`src/rtl/sync_bus_filter.sv`:
```
// sync_bus_filter: per-channel STAGES-deep synchronizer, FILT-sample stability filter and
// registered rise/fall/changed pulses. `SYNC_BUS_NEGEDGE_FIRST_EN clocks the first stage on negedge CLK.
module sync_bus_filter #(
   parameter int               WIDTH  = 1,
   parameter int               STAGES = 2,
   parameter int               FILT   = 1,
   parameter logic [WIDTH-1:0] INIT   = {WIDTH{1'b0}}
) (
   input  logic             CLK,
   input  logic             RST,
   input  logic [WIDTH-1:0] sD_IN,
   output logic [WIDTH-1:0] dD_OUT,
   output logic [WIDTH-1:0] dRISE,
   output logic [WIDTH-1:0] dFALL,
   output logic             dCHANGED
);
   localparam int            CW       = (FILT > 1) ? $clog2(FILT + 1) : 1;
   localparam logic [CW-1:0] CNT_LAST = CW'(FILT - 1);

   generate
      if (STAGES < 2) begin : gBadStages
         $error("sync_bus_filter: STAGES must be at least 2");
      end
      if (FILT < 1) begin : gBadFilt
         $error("sync_bus_filter: FILT must be at least 1");
      end
   endgenerate

   logic [WIDTH-1:0]              firstReg;
   logic [STAGES-2:0][WIDTH-1:0]  chainReg;
   logic [WIDTH-1:0]              syncVal;
   logic [WIDTH-1:0]              outReg;
   logic [WIDTH-1:0]              outNext;
   logic [WIDTH-1:0][CW-1:0]      cntReg;
   logic [WIDTH-1:0][CW-1:0]      cntNext;
   logic [WIDTH-1:0]              riseReg;
   logic [WIDTH-1:0]              riseNext;
   logic [WIDTH-1:0]              fallReg;
   logic [WIDTH-1:0]              fallNext;
   logic                          changedReg;

   // First capture of the asynchronous input; the only flop allowed to go metastable.
`ifdef SYNC_BUS_NEGEDGE_FIRST_EN
   always_ff @(negedge CLK or posedge RST) begin
`else
   always_ff @(posedge CLK or posedge RST) begin
`endif
      if (RST) begin
         firstReg <= INIT;
      end else begin
         firstReg <= sD_IN;
      end
   end

   always_ff @(posedge CLK or posedge RST) begin
      if (RST) begin
         chainReg <= {(STAGES-1){INIT}};
      end else begin
         chainReg[0] <= firstReg;
         for (int k = 1; k < STAGES - 1; k++) begin
            chainReg[k] <= chainReg[k-1];
         end
      end
   end

   assign syncVal = chainReg[STAGES-2];

   generate
      for (genvar gi = 0; gi < WIDTH; gi++) begin : gChan
         logic differs;
         logic accept;
         assign differs      = syncVal[gi] != outReg[gi];
         // A channel accepts the new level on the FILT-th consecutive differing sample.
         assign accept       = differs && (cntReg[gi] == CNT_LAST);
         assign cntNext[gi]  = (!differs || accept) ? '0 : cntReg[gi] + CW'(1);
         assign outNext[gi]  = accept ? syncVal[gi] : outReg[gi];
         assign riseNext[gi] = accept & syncVal[gi];
         assign fallNext[gi] = accept & ~syncVal[gi];
      end
   endgenerate

   always_ff @(posedge CLK or posedge RST) begin
      if (RST) begin
         outReg     <= INIT;
         cntReg     <= '0;
         riseReg    <= '0;
         fallReg    <= '0;
         changedReg <= 1'b0;
      end else begin
         outReg     <= outNext;
         cntReg     <= cntNext;
         riseReg    <= riseNext;
         fallReg    <= fallNext;
         changedReg <= |(riseNext | fallNext);
      end
   end

   assign dD_OUT   = outReg;
   assign dRISE    = riseReg;
   assign dFALL    = fallReg;
   assign dCHANGED = changedReg;

endmodule

```
`config.mk`:
```
export PLATFORM = sky130hd
export DESIGN_NAME = sync_bus_filter
export DESIGN_NICKNAME = d
export VERILOG_FILES = /design/src/rtl/sync_bus_filter.sv
export SDC_FILE = /design/constraint.sdc
export NUM_CORES = 1
export LEC_CHECK = 0
export ABC_AREA = 1
export BUFFER_PORTS_ARGS = -buffer_cell sky130_fd_sc_hd__buf_4
export CORE_AREA = 8 8 45 47
export CTS_CLUSTER_DIAMETER = 30
export DETAILED_ROUTE_END_ITERATION = 16
export DIE_AREA = 0 0 53 55
export SYNTH_ARGS = -nofsm -noshare
export SYNTH_HDL_FRONTEND = slang
export SYNTH_SLANG_ARGS = --single-unit
```
`constraint.sdc`:
```
create_clock -name CLK -period 1.4 [get_ports CLK]
set_input_delay 0.14 -clock CLK [delete_from_list [all_inputs] [get_ports CLK]]
set_output_delay 0.14 -clock CLK [all_outputs]
set_load 0.05 [all_outputs]
```
Word level (Yosys, flattened, before mapping)
Index checks and enable logic that the tools add are counted.
{ "totals": {"reg_bits": 7, "output_inout_bits": 4, "in_bits": 3} }
{ "op_classes": {"n_mux": 1, "n_eq_ne": 1, "add_sub_neg": 1, "bitwise_logic": 5, "n_reduce_logical": 3} }
{ "ops": {"columns": ["operator", "n"], "rows": [
  ["$and 1x1->1", 2],
  ["$not 1->1", 2],
  ["$add 1x1->1 const B", 1],
  ["$logic_and 1x1->1", 1],
  ["$logic_not 1->1", 1],
  ["$logic_or 1x1->1", 1],
  ["$mux 1", 1],
  ["$ne 1x1->1", 1],
  ["$or 1x1->1", 1]
]} }

Longest topological paths before layout
Gate-level depths: netlist of the first run.
{ "depth": {"depth_word": 4, "ltp_mapped": 3} }

Worst setup path after synthesis of the first run
OpenSTA, ideal clock, no wires.
{ "synth_timing": {"kind": "flip-flop to flip-flop", "from": "register outReg, in the netlist dD_OUT", "to": "register outReg, in the netlist dD_OUT", "slack_ns": 0.383, "stages_incl_launch_ff": 4, "arrival_time_ns": 0.894, "path_cell_list": "dfrtp_1 > inv_1 > nand3_1 > nand2_1"} }
{ "synth_between": {"elab_chain_len": 2} }
{ "synth_rtl": {"columns": ["element", "line_no", "source"], "rows": [
  ["start: declaration", "32", "logic [WIDTH-1:0] outReg;"],
  ["start signal: assignment", "90", "outReg <= outNext;"],
  ["$ne 1x1->1", "72", "assign differs = syncVal[gi] != outReg[gi];"],
  ["$logic_and 1x1->1", "74", "assign accept = differs && (cntReg[gi] == CNT_LAST);"]
]} }
Every way passes these cells.
A chain may end at the register's enable or synchronous reset.

Worst setup path after layout of the first run
{ "layout_timing": {"from": "register outReg, in the netlist dD_OUT", "to": "output dD_OUT"} }
{ "layout_lines": {"columns": ["element", "line_no", "source"], "rows": [
  ["end: declaration", "12", "output logic [WIDTH-1:0] dD_OUT,"]
]} }
No word-level cell between the ends.

==> impl_metrics.csv, run 1 <==
group,metric,value,unit
critical_path,reg2reg_slack,0.65,ns
pwr,fin_total_pwr,0.000510,W
yosys,synth.distinct_cells,8,
cts,tritoncts,"built",
pwr,sw_frac_of_total,0.294,
floorplan,start_util,0.165,
placement,dp_hpwl,306,um
yosys,yosysMostFrequentCell,"dfrtp_1",
placement,dpl_cell_area,293,sq um
floorplan,rows,14,
sta,fmax,1.00,GHz
detailed_routing,viasPerCell,3.13,
finish,final_core_util,0.245,
global_route,grt_max_degree,8,
pwr,clock_power_share,0.347,
cts,cts_root_buf,"clkbuf_4",
sta,maxSlewViolCount,0,
sta,finalCritPeriodShare,0.712,
critical_path,cp.arrival,0.86,ns
detailed_routing,wirelength,397,um
sta,fin_skew,0.00139,ns
floorplan,dieWidth,53,um
sta,finalSetupViolCount,0,
critical_path,critPathMaxFanout,5,
yosys,yosys_warnings,0,
cts,cts-htree-levels,1,
yosys,syn_inst,20,
global_route,grtUsageTotal,0.0329,
yosys,ys.flop_type,"dfrtp_1",
pwr,p_comb_frac,0.198,
detailed_routing,first_pass_iters,2,
finish,syn_to_final_growth,48.9,%
yosys,async_flop_share,1.00,
critical_path,crit_slowest_cell,"dfrtp_1",
yosys,avgSynthCellArea,11.4,sq um
placement,finalWeightedCongestion,0.631,
yosys,synth.top_cell.area_share,0.769,
pwr,leakagePower,0.185,nW
yosys,synth-seq-area-share,0.769,
critical_path,critical_path.cell_chain,"buf_4",
global_route,grt_pass1_vias,151,
critical_path,worst_path_dominant_cell_family,"flip-flops",
pwr,power.density,1500,nW/um^2
yosys,syn_area,228,sq um
sta,hold_viol_final,0,
yosys,synth_edf_count,0,
yosys,yosys.area.top_type,"dfrtp_1",
critical_path,path_buf_inv,1,
finish,n_antenna_cell,0,
cts,clk_latency,0.24,ns
yosys,synth_fp_nets,23,
cts,path_clk_slew,0.05,ns
detailed_routing,drtIter0Drc,2,
worst_hold_path,hold_path_depth,0,
cts,cts_made_buffers,3,
finish,final_area,339,sq um
yosys,ys_ff_latch,7,
worst_hold_path,hold_path_class,"flop to flop",
yosys,yosys-top-cells-area,"dfrtp_1 (77%), inv_1 (6.6%), nand2_1 (4.9%)",
detailed_routing,remaining_drc_errors,0,
pwr,p_seq_frac,0.455,
yosys,yosys-top-cells-count,"dfrtp_1 (7), inv_1 (4), nand2_1 (3)",
critical_path,worstRegToRegCells,2,
pwr,power.internal,0.000360,W
pwr,irDropWorstVdd,332,uV
critical_path,crit_type,"flop to output pin",
global_route,antenna_found_initial,0,
floorplan,ios,7,
detailed_routing,wl_per_cell,8.27,um
finish,drive_above_1_share,0.281,
worst_hold_path,min_to,"chainReg",
sta,holdWs,0.350,ns
detailed_routing,ant_nets,0,
placement,port_buffers,6,
critical_path,cpPeakStageDelay,0.41,ns
floorplan,core_area,1380,sq um
sta,totalNegativeSetupSlack,0,ns
pwr,power_switching,0.000150,W
finish,nNetsFinal,36,
global_route,grt-ovfl-total,0,
detailed_routing,routed-via-count,150,
status,status,"finished clean",
critical_path,cp_data_required_time,1.26,ns
critical_path,r2r-end,"dD_OUT",
global_route,grt_pass1_wl,586,um
floorplan,dieHeight,55,um
sta,fin_crit,0.997,ns
cts,post_cts_buffers,0,
cts,cts_buffer_depth,2,
critical_path,r2r-start,"chainReg",
critical_path,end_kind,"output pin",
cts,cts.sinks,7,
critical_path,critPathLaunchType,"flop",
floorplan,die_area,2920,sq um
worst_hold_path,hp-start,"firstReg",
run,max_cap_violations,0,
sta,rsz0062_at_grt,"no",
power groups by stage:
stage               Sequential (W)  Combinational, W  Clock (W)
floorplan                 0.000282         0.0000191          0
detailed placement        0.000235         0.0000982          0
global placement          0.000234         0.0000977          0
global route              0.000234          0.000107   0.000200
finish                    0.000232          0.000101   0.000177
CTS                       0.000232          0.000103   0.000186
sequential cells by signal, summed over array words and instances (netlist names):
name and count:
dRISE 1, dFALL 1, cntReg 1, dCHANGED 1, dD_OUT 1, firstReg 1
chainReg 1
layer usage:
| metal | GRT usage | wire length (um) | share of wire | vias up |
|---|---|---|---|---|
| li1 | - | - | - | 81 |
| met1 | 0.0293 | 149 | 0.38 | 63 |
| met2 | 0.0352 | 173 | 0.44 | 6 |
| met3 | 0.0294 | 73 | 0.18 | 0 |
| met4 | 0.0517 | 0 | 0 | 0 |
| met5 | 0 | 0 | 0 | - |
area by class of cell:
type	count	area, sq um
Fill cell	143	1040
Clock buffer	4	26.3
Sequential cell	7	175
Inverter	4	15.0
Tap cell	16	20.0
Timing Repair Buffer	8	65.1
Multi-Input combinational cell	9	37.5
metrics by stage:
stage          setup WS, ns  instances
6_report              0.403         48
5_1_grt               0.370         48
3_3_place_gp          0.643         42
2_1_floorplan         0.383         20
3_5_place_dp          0.646         42
4_1_cts               0.394         48
cells in the final DEF, fill, tap and decap left out:
master,instances
nand2_1,3
inv_1,4
o21ai_0,1
buf_4,6
clkbuf_1,1
nand3_1,1
clkbuf_4,3
dlygate4sd3_1,2
nor3_1,1
dfrtp_1,7
conb_1,1
nor2_1,2
timing repair:
action	4_1_cts	5_1_grt
hold endpoints to repair	8	0
hold buffers	2	0
resized for setup	0	0
worst max path at each step:
stage,endpoint,depth (start not counted),slack (ns),from
floorplan,dD_OUT,3,0.38,dD_OUT
global placement,dD_OUT,2,0.64,chainReg
detailed placement,dD_OUT,2,0.65,chainReg
CTS,dD_OUT,1,0.39,dD_OUT
global route,dD_OUT,1,0.37,dD_OUT
finish,dD_OUT,1,0.40,dD_OUT
kinds of logic after synthesis:
group,share of synthesized area
buf+inv,0.0659
simple gates,0.126
other cells,0.0165
compound gates,0.0220
flops,0.769
(Power assumes the default switching activity.)
==> run 2, diff against run 1 <==
- clock period: 1.4 -> 0.89 ns (I/O delays scaled with it)
==> run 2 against run 1 <==
Against the previous run:
- the flow now finishes with violations (negative setup slack)
- routed wire length decreased by 3.0%
- combinational power increased by 93%
- sequential power increased by 57%
- critical path depth unchanged
- final cell count increased by 2.1%
- die area unchanged
- register-to-register slack got worse by 0.60 ns
==> impl_metrics.csv, run 2 (synthesis gave the netlist of run 1 again) <==
group,metric,value,unit
pwr,fin_total_pwr,0.000837,W
sta,maxSlewViolCount,0,
cts,cts.sinks,7,
global_route,antenna_found_initial,0,
pwr,irDropWorstVdd,963,uV
sta,fin_skew,0.00198,ns
detailed_routing,remaining_drc_errors,0,
critical_path,cp_data_required_time,0.80,ns
detailed_routing,routed-via-count,164,
critical_path,crit_type,"flop to output pin",
status,failed_checks,"negative setup slack",
cts,tritoncts,"built",
detailed_routing,drtIter0Drc,0,
floorplan,dieWidth,53,um
detailed_routing,wirelength,385,um
placement,finalWeightedCongestion,0.692,
global_route,grt_pass1_wl,538,um
sta,fmax,1.12,GHz
finish,n_antenna_cell,0,
finish,layout_commonest_cell,"dfrtp_1",
pwr,leakagePower,0.194,nW
finish,nNetsFinal,37,
critical_path,cpPeakStageDelay,0.40,ns
detailed_routing,viasPerCell,3.35,
cts,clk_latency,0.25,ns
floorplan,dieHeight,55,um
critical_path,worst_path_dominant_cell_family,"flip-flops",
critical_path,reg2reg_slack,0.05,ns
cts,cts_root_buf,"clkbuf_4",
critical_path,endpoint,"dD_OUT",
pwr,power.density,2280,nW/um^2
critical_path,worstRegToRegCells,4,
placement,port_buffers,6,
critical_path,r2r-start,"dD_OUT",
finish,final_cell_mix,"dfrtp_1 (6), inv_1 (4), buf_6 (4)",
finish,syn_to_final_growth,61.5,%
sta,fin_ws,-0.00120,ns
cts,path_clk_slew,0.05,ns
critical_path,critPathLaunch,"dD_OUT",
critical_path,cp.arrival,0.80,ns
floorplan,core_area,1380,sq um
sta,fin_crit,0.891,ns
finish,drive_above_1_share,0.364,
sta,hold_viol_final,0,
sta,finalCritPeriodShare,1.00,
critical_path,end_kind,"output pin",
global_route,grt-ovfl-total,0,
finish,final_core_util,0.266,
floorplan,rows,14,
sta,totalNegativeSetupSlack,-0.00120,ns
critical_path,path_depth,1,
critical_path,r2r-end,"dD_OUT",
global_route,grt_pass1_vias,134,
critical_path,path_buf_inv,1,
detailed_routing,first_pass_iters,1,
floorplan,ios,7,
critical_path,critical_path.cell_chain,"buf_6",
cts,cts_buffer_depth,2,
run,max_cap_violations,0,
detailed_routing,wl_per_cell,7.86,um
critical_path,critPathLaunchType,"flop",
critical_path,crit_slowest_cell,"dfrtp_2",
critical_path,critPathMaxFanout,2,
global_route,grt_max_degree,8,
placement,dp_hpwl,268,um
global_route,grtUsageTotal,0.0308,
detailed_routing,ant_nets,0,
worst_hold_path,hold_path_class,"input pin to async pin",
floorplan,start_util,0.165,
status,status,"finished with violations",
finish,n_fill_cell,151,
floorplan,die_area,2920,sq um
sta,finalSetupViolCount,1,
cts,cts-htree-levels,1,
cts,cts_made_buffers,3,
sta,rsz0062_at_grt,"yes",
## run 2: worst min-delay path by stage
| stage | from | to | slack, ns | cells past startpoint |
|---|---|---|---|---|
| CTS | RST | dFALL | 0.32 | 3 |
| floorplan | RST | chainReg | -0.11 | 1 |
| global placement | RST | dFALL | 0.03 | 2 |
| finish | RST | dFALL | 0.32 | 3 |
| global route | RST | chainReg | 0.36 | 3 |
| detailed placement | RST | dFALL | 0.04 | 2 |
## run 2: power breakdown
part	switching, W	internal (W)
Combinational	0.000121	0.0000746
Sequential	0.0000164	0.000349
Clock	0.000106	0.000170
Total	0.000244	0.000593
## run 2: final cells by class
| class | instances | area (sq um) | share of cell area |
|---|---|---|---|
| clock buffer | 4 | 26.3 | 0.0714 |
| inverter | 4 | 15.0 | 0.0408 |
| multi-input combinational | 9 | 42.5 | 0.116 |
| sequential | 7 | 176 | 0.480 |
| tap | 16 | 20.0 | 0.0544 |
| timing repair buffer | 9 | 87.6 | 0.238 |
## run 2: stage by stage
step	std cells	worst slack [ns]	cell area, sq um	hold WS, ns
3_3_place_gp	42	0.154	294	0.0326
2_1_floorplan	20	0.0261	229	-0.108
4_1_cts	49	-0.0133	352	0.323
5_1_grt	49	-0.0255	368	0.357
6_report	49	-0.00120	368	0.322
3_5_place_dp	42	0.127	294	0.0353
## run 2: worst reg2reg max path: cells and delay by family (launching register included)
kind / cells / cell delay (ns)
AND/OR/NAND/NOR: 2 / 0.15
flip-flops: 1 / 0.40
buffers and inverters: 2 / 0.23
## run 2: per-layer routing
layer / GRT usage / vias up / wire length [um]
li1: - / 82 / -
met5: 0 / - / 0
met1: 0.0232 / 71 / 137
met4: 0.0259 / 0 / 5
met2: 0.0313 / 9 / 160
met3: 0.0508 / 2 / 82
## run 2: what timing repair did
action / 4_1_cts / 5_1_grt
buffers inserted: 1 / 0
hold buffers: 2 / 0
gates cloned: 0 / 0
setup endpoints to repair: 1 / 5
gates resized for setup: 1 / 4
hold endpoints to repair: 8 / 0
pin swaps: 0 / 0
